### src/rtl/sommatore_seriale_ctrl_if.sv
// Requester-side bus of the serial adder sequencer: request/operands in,
// status and registered result out.
interface sommatore_seriale_ctrl_if #(
  parameter int unsigned W = 8
);
  logic         start;
  logic [W-1:0] a;
  logic [W-1:0] b;
  logic         ripin;
  logic         busy;
  logic         done;
  logic [W-1:0] somma;
  logic         ripout;

  // Requester drives the operation, observes status and result
  modport master (
    output start, a, b, ripin,
    input  busy, done, somma, ripout
  );

  // Sequencer accepts the operation, drives status and result
  modport slave (
    input  start, a, b, ripin,
    output busy, done, somma, ripout
  );
endinterface

### src/rtl/sommatore_seriale_ctrl.sv
// Serial W-bit adder: one 2-bit full-adder slice reused W/2 times, LSB pair
// first, with the inter-step carry held in a register.

// 2-bit full-adder slice
module fulladder_2bit (
  input  logic [1:0] a,
  input  logic [1:0] b,
  input  logic       cin,
  output logic [1:0] s,
  output logic       cout
);
  // Plain 2-bit add with carry-in
  always_comb begin
    {cout, s} = {1'b0, a} + {1'b0, b} + {2'b00, cin};
  end
endmodule

module sommatore_seriale_ctrl #(
  parameter int unsigned W = 8
) (
  input  logic                    clk,
  input  logic                    rst_n,
  sommatore_seriale_ctrl_if.slave bus
);
  localparam int unsigned STEPS = W / 2;
  localparam int unsigned CW    = (STEPS > 1) ? $clog2(STEPS) : 1;
  localparam logic [CW-1:0] LAST = CW'(STEPS - 1);

  typedef enum logic [1:0] {IDLE, RUN, DONE} state_t;

  state_t        state_q,  state_d;
  logic [W-1:0]  opa_q,    opa_d;
  logic [W-1:0]  opb_q,    opb_d;
  logic          carry_q,  carry_d;
  logic [CW-1:0] cnt_q,    cnt_d;
  logic [W-1:0]  part_q,   part_d;
  logic [W-1:0]  somma_q,  somma_d;
  logic          ripout_q, ripout_d;
  logic          busy_q,   busy_d;
  logic          done_q,   done_d;

  logic [1:0]    slice_s;
  logic          slice_c;
  logic [W-1:0]  part_next;

  fulladder_2bit u_slice (
    .a    (opa_q[1:0]),
    .b    (opb_q[1:0]),
    .cin  (carry_q),
    .s    (slice_s),
    .cout (slice_c)
  );

  // Slice sum enters the partial sum from the MSB end; shift form keeps W=2 legal
  always_comb begin
    part_next = (part_q >> 2) | (W'(slice_s) << (W - 2));
  end

  // Next-state and next-output logic; status flags follow the next state
  always_comb begin
    state_d  = state_q;
    opa_d    = opa_q;
    opb_d    = opb_q;
    carry_d  = carry_q;
    cnt_d    = cnt_q;
    part_d   = part_q;
    somma_d  = somma_q;
    ripout_d = ripout_q;
    unique case (state_q)
      IDLE: begin
        if (bus.start) begin
          opa_d   = bus.a;
          opb_d   = bus.b;
          carry_d = bus.ripin;
          cnt_d   = '0;
          part_d  = '0;
          state_d = RUN;
        end
      end
      RUN: begin
        opa_d   = opa_q >> 2;
        opb_d   = opb_q >> 2;
        carry_d = slice_c;
        part_d  = part_next;
        cnt_d   = cnt_q + CW'(1);
        if (cnt_q == LAST) begin
          somma_d  = part_next;
          ripout_d = slice_c;
          state_d  = DONE;
        end
      end
      DONE: begin
        state_d = IDLE;
      end
      default: begin
        state_d = IDLE;
      end
    endcase
    busy_d = (state_d == RUN);
    done_d = (state_d == DONE);
  end

  // All state and registered outputs, cleared asynchronously
  always_ff @(posedge clk or negedge rst_n) begin
    if (!rst_n) begin
      state_q  <= IDLE;
      opa_q    <= '0;
      opb_q    <= '0;
      carry_q  <= 1'b0;
      cnt_q    <= '0;
      part_q   <= '0;
      somma_q  <= '0;
      ripout_q <= 1'b0;
      busy_q   <= 1'b0;
      done_q   <= 1'b0;
    end else begin
      state_q  <= state_d;
      opa_q    <= opa_d;
      opb_q    <= opb_d;
      carry_q  <= carry_d;
      cnt_q    <= cnt_d;
      part_q   <= part_d;
      somma_q  <= somma_d;
      ripout_q <= ripout_d;
      busy_q   <= busy_d;
      done_q   <= done_d;
    end
  end

  assign bus.busy   = busy_q;
  assign bus.done   = done_q;
  assign bus.somma  = somma_q;
  assign bus.ripout = ripout_q;
endmodule
### src/flat_wrapper.sv
// flat-port wrapper written by rule: the top's interface ports become plain ports
module sommatore_seriale_ctrl_flat 
#(
  parameter int unsigned W = 8
)
  (clk, rst_n, bus_start, bus_a, bus_b, bus_ripin, bus_busy, bus_done, bus_somma, bus_ripout);
  sommatore_seriale_ctrl_if #(.W(W)) bus_i ();
  input  logic clk;
  input  logic rst_n;
  input wire logic [$bits(bus_i.start)-1:0] bus_start;
  input wire logic [$bits(bus_i.a)-1:0] bus_a;
  input wire logic [$bits(bus_i.b)-1:0] bus_b;
  input wire logic [$bits(bus_i.ripin)-1:0] bus_ripin;
  output wire logic [$bits(bus_i.busy)-1:0] bus_busy;
  output wire logic [$bits(bus_i.done)-1:0] bus_done;
  output wire logic [$bits(bus_i.somma)-1:0] bus_somma;
  output wire logic [$bits(bus_i.ripout)-1:0] bus_ripout;
  assign bus_i.start = bus_start;
  assign bus_i.a = bus_a;
  assign bus_i.b = bus_b;
  assign bus_i.ripin = bus_ripin;
  assign bus_busy = bus_i.busy;
  assign bus_done = bus_i.done;
  assign bus_somma = bus_i.somma;
  assign bus_ripout = bus_i.ripout;
  sommatore_seriale_ctrl #(.W(W)) u_core (.clk(clk), .rst_n(rst_n), .bus(bus_i));
endmodule
### config.mk
export PLATFORM = sky130hd
export DESIGN_NAME = sommatore_seriale_ctrl_flat
export DESIGN_NICKNAME = d
export VERILOG_FILES = /design/src/rtl/sommatore_seriale_ctrl_if.sv /design/src/rtl/sommatore_seriale_ctrl.sv /design/src/flat_wrapper.sv
export SDC_FILE = /design/constraint.sdc
export NUM_CORES = 1
export LEC_CHECK = 0
export ABC_AREA = 0
export CORE_MARGIN = 1.5
export CORE_UTILIZATION = 45
export CTS_BUF_LIST = sky130_fd_sc_hd__clkbuf_8
export DETAILED_ROUTE_END_ITERATION = 6
export PLACE_DENSITY = 0.75
export SETUP_SLACK_MARGIN = 0.3
export SLEW_MARGIN = 15
export SYNTH_ARGS = -nofsm -noshare
export SYNTH_HDL_FRONTEND = slang
export SYNTH_SLANG_ARGS = --single-unit
### constraint.sdc
create_clock -name clk -period 1.7 [get_ports clk]
set_input_delay 0.51 -clock clk [delete_from_list [all_inputs] [get_ports clk]]
set_output_delay 0.51 -clock clk [all_outputs]
set_load 0.01 [all_outputs]
# Word level (Yosys, flattened, before mapping)
# Index checks and enable logic that the tools add are counted.
[totals] ff_bits=40 latchBits=0 mem_bits_rw=0 romBits=0 input_bits=20 out_inout_bits=11 n_memories=0
[op_classes] n_addsub=3 multipliers=0 div=0 magnitude_cmp=0 eq_ne=5 shift=0 n_mux=13 bitwise=1 n_reduce_logical=4
[op_table] op="$pmux 8 s2" count=3
[op_table] op="$mux 8" count=3
[op_table] op="$or 6x8->8" count=1
[op_table] op="$pmux 2 s2" count=2
[op_table] op="$mux 2" count=3
[op_table] op="$eq 2x1->1 const B" count=2
[op_table] op="$eq 2x2->1 const B" count=2
[op_table] op="$reduce_and 2->1" count=2
[op_table] op="$add 2x2->3" count=1
[op_table] op="$add 3x1->3" count=1
[op_table] op="$add 2x1->2 const B" count=1
[op_table] op="$logic_not 2->1" count=1
[op_table] op="$ne 2x2->1 const B" count=1
[op_table] op="$pmux 1 s2" count=1
[op_table] op="$reduce_bool 2->1" count=1
[op_table] op="$mux 1" count=1

# Longest topological paths before layout
[logic_depth] word_depth=4 mapped_depth=4 mapped_depth_nobuf=4

# Hierarchy
# From an unflattened synthesis, not the netlist that was laid out.
[hier_totals] hier_cells=147 area_unflattened_um2=1721.7
[by_module_without_submodules] mod="sommatore_seriale_ctrl" n_inst=1 cells_each=137 area_per_inst_um2=1651.6 seq_area_each_um2=950.9
[by_module_without_submodules] mod="fulladder_2bit" n_inst=1 cells_each=10 area_per_inst_um2=70.1 seq_area_each_um2=0.0

# Worst setup path before layout
# No wires, ideal clock.
[synth_timing] path_kind="register -> register" start="register u_core.carry_q" end="register u_core.carry_q" setup_ns=0.111 arrival_time_ns=1.442 t_required_ns=1.589 slack_ns=0.147 stages_incl_launch_ff=5 path_buffers=0 synth_period_minus_slack_ns=1.553 path_cell_list="dfrtp_1 -> inv_1 -> fa_1 -> fa_1 -> a222oi_1"
[synth_between] elab_chain_len=2
[synth_lines] element="from (decl)" line_no="sommatore_seriale_ctrl.sv:34" source="logic carry_q, carry_d;"
[synth_lines] element="from (signal assigned)" line_no="sommatore_seriale_ctrl.sv:120" source="carry_q <= carry_d;"
[synth_lines] element="$add 3x1->3" line_no="sommatore_seriale_ctrl.sv:14" source="{cout, s} = {1'b0, a} + {1'b0, b} + {2'b00, cin};"
[synth_lines] element="$pmux 1 s2" line_no="sommatore_seriale_ctrl.sv:69" source="unique case (state_q)"
# No other way between the ends.
# A chain may end at the register's enable or synchronous reset.

# Final worst setup path
# Ends and elaborated chain as after synthesis.

==> qor_table.md <==
| Result | This run | Unit |
| --- | --- | --- |
| Power consumption | 4070 | µW |
| Yosys warns | 0 | - |
| Cell row count | 21 | - |
| Netlist cell types | 22 | - |
| Post-detailed-placement cell area | 0.00199 | mm² |
| Worst path setup slack after routing | 166 | ps |
| Remaining number of nets flagged by the antenna check after routing | 0 | - |
| Launch instance of the worst register-to-register path | u_core.carry_q | - |
| Flop2flop setup slack | 170 | ps |
| Global-route track usage on met1 | 24.0 | % |
| Depth of the worst register-to-register path | 4 | - |
| Cell chosen for the clock root | clkbuf_8 | - |
| Area grow syn2layout | 35.9 | % |
| Placed cells | 209 | - |
| Number of sinks handled by clock tree synthesis | 38 | - |
| Max-cap violations | 0 | - |
| Number of input and output port buffers inserted | 30 | - |
| Average footprint of a synthesized cell | 11.9 | µm² |
| Post-route clock period utilization | 90.2 | % |
| Die height | 62.8 | µm |
| Area of the die | 0.00395 | mm² |
| Slew at the pin closest to its max-slew limit | 456 | ps |
| Gr busiest metal | met2 | - |
| Kind of start point of the critical path | flip-flop | - |
| Via count of the first global-routing pass | 1220 | - |
| Setup crit end | u_core.carry_q | - |
| First element of the critical path | u_core.carry_q | - |
| GP Congestion | 0.734 | - |
| Total grt overflow | 0 | - |
| Final std cell area, no fill | 0.00219 | mm² |
| Worst-case clock buffer depth | 2 | - |
| Minimum period implied by the final worst setup slack | 1530 | ps |
| Drc violations | 1 | - |
| Top-level port count | 31 | - |
| Vias post-DR | 1238 | - |
| Post-Route WL | 3.43 | mm |
| Level count of the clock H-tree | 2 | - |
| Pin count of the biggest net entering global routing | 39 | - |
| Fraction of the yosys area taken by sequential cells | 59.0 | % |
| Total Neg Setup Slack | 0 | ps |
| #FFs+latches synth | 38 | - |
| Highest clock rate | 0.652 | GHz |
| Via-to-Cell Ratio | 5.45 | - |
| Critical Setup Path Class | reg -> reg | - |
| Setup repair after global routing missed its margin | true | - |
| Post-route clock skew | 7.55 | ps |
| Global-route usage over all layers | 17.9 | % |
| Placeable core area | 0.00339 | mm² |
| Endpoint required time on the critical path | 1880 | ps |
| Total of endpoints with negative setup slack in the final report | 0 | - |
| Cell Chain, Critical Path | inv_2, fa_2, fa_2, a222oi_1 | - |
| Proportion of layout cells with a drive suffix above 1 | 27.6 | % |
| Initial antenna violation count | 0 | - |
| Violations in the final reports | DRC | - |
| M3 GR Usage | 4.86 | % |
| Arrival time reported for the critical path endpoint | 1720 | ps |
| Post-synthesis net count | 158 | - |
| Initial core utilization | 47.5 | % |
| Horiz. Die Dim | 62.8 | µm |
| Cell Count, Final, Fillers Out | 227 | - |
| Final hold violation count | 0 | - |
| Critical path buffer and inverter count | 1 | - |
| Gate count of the mapped netlist | 135 | - |
| Worst path max stage delay | 380 | ps |
| CTS tree | done | - |
| Top library cells by usage in the layout, fill and taps aside | dfrtp_1, inv_1, clkdlybuf4s50_1 | - |
| Average wire per cell in the routed design | 15.1 | µm |
| Global-route wire length before repair | 5.54 | mm |
| Headroom to the max-slew limit | 69.5 | % |
| Status | finished, violations left | - |
| Syn Std Cell Area | 0.00161 | mm² |
| DP HPWL | 2.15 | mm |
| Detailed router's first-iteration violation count | 131 | - |
| Reg-to-Reg End | u_core.carry_q | - |
| Crit. path cell count | 4 | - |
| Capturing element type of the critical path | flip-flop | - |
| Met2 GRT Util | 28.2 | % |
| Most prevalent standard cell on the critical path | fa_2 | - |
| CP max stage cell | fa_2 | - |
| Maximum vdd drop | 0.000679 | V |
| Total power density per cell area | 1860 | mW/mm² |
| Maximum fanout along the worst path | 2 | - |
| HP Class | reg -> reg | - |
| Most common cell after layout, fill and taps aside | dfrtp_1 | - |
| Worst setup slack before clock tree synthesis | -378 | ps |
| Clock latency on the worst-skew pair | 290 | ps |
| Clock-pin slew on the worst setup and hold paths | 70 | ps |
| First-pass DRT Iterations | 7 | - |
| Final slew viol count | 0 | - |
| Final #Nets | 204 | - |
| Leak Pwr | 0.00107 | µW |
| Antenna diode count | 0 | - |
| Number of buffers created by CTS | 5 | - |
| Cell type group with the largest total delay on the critical path | adder cells | - |
==> per-stage QoR <==
step | util, % | hold WS, ps
after floorplan | - | 214
after global placement | 58.7 | 474
after detailed placement | 58.7 | 482
after CTS | 63.0 | 498
after global routing | 64.6 | 512
final | 64.6 | 495
==> cell families after synthesis <==
group,after synthesis,synth area share (%)
AOI/OAI and AO/OA,27,15.1
adders and majority gates,3,3.26
buffers and inverters,30,8.54
DFF,38,59.0
muxes,10,6.75
and+or+nand+nor,27,7.30
==> where the power goes <==
part	total (µW)	internal (µW)	switching (µW)
clock	561	270	291
combinational	2000	1050	940
sequential	1510	1320	190
==> registers in the layout (all words and copies together) (netlist names) <==
name               cells
u_core.bus.done        1
u_core.bus.ripout      1
u_core.bus.busy        1
u_core.state_q         2
u_core.opb_q           8
u_core.opa_q           8
u_core.bus.somma       8
u_core.cnt_q           2
u_core.part_q          6
u_core.carry_q         1
==> final cells by class <==
type                    count  area (µm²)
repair buffers             47         460
clock buffers               5        68.8
inverters                  22        82.6
well taps                  46        57.6
multi-input cells          67         561
flip-flops and latches     38         952
clock inverters             2        7.51
fillers                   237        1200
==> cell usage after synthesis <==
cell | n | area [µm²]
ha_1 | 1 | 12.5
nand3b_1 | 1 | 7.51
o21bai_1 | 1 | 7.51
a222oi_1 | 13 | 130
o2bb2ai_1 | 2 | 17.5
nand2_1 | 8 | 30.0
or2_2 | 2 | 12.5
o221ai_1 | 4 | 35.0
a22o_1 | 5 | 43.8
nor2b_1 | 2 | 12.5
mux2i_1 | 3 | 30.0
buf_2 | 5 | 25.0
nand2b_1 | 1 | 6.26
nor2_1 | 13 | 48.8
buf_4 | 1 | 7.51
inv_1 | 22 | 82.6
buf_6 | 2 | 22.5
a21oi_1 | 2 | 10.0
dfrtp_1 | 38 | 951
mux2_1 | 1 | 11.3
mux2_2 | 6 | 67.6
fa_1 | 2 | 40.0
==> worst min-delay path by stage <==
stage | startpoint | cells past startpoint | to | slack, ps
2_1_floorplan | rst_n | 0 | u_core.bus.busy | 210
3_3_place_gp | u_core.opa_q[7] | 2 | u_core.opa_q[7] | 470
3_5_place_dp | u_core.bus.somma[2] | 1 | u_core.bus.somma[2] | 480
4_1_cts | u_core.bus.somma[2] | 1 | u_core.bus.somma[2] | 500
5_1_grt | u_core.bus.somma[3] | 1 | u_core.bus.somma[3] | 510
6_report | u_core.bus.somma[2] | 1 | u_core.bus.somma[2] | 500
==> metal layers <==
metal	share of wire, %	up-vias
met5	0	-
met4	1.3	0
met3	5.9	6
met2	51	47
met1	42	619
li1	-	566
==> what timing repair did <==
| action | CTS | global route |
|---|---|---|
| setup buffers | 4 | 5 |
| hold buffers | 0 | 0 |
| setup endpoints to repair | 47 | 27 |
| pin swaps | 2 | 1 |
| gates resized for setup | 37 | 16 |
| gates cloned | 0 | 2 |
(Power assumes the default switching activity.)
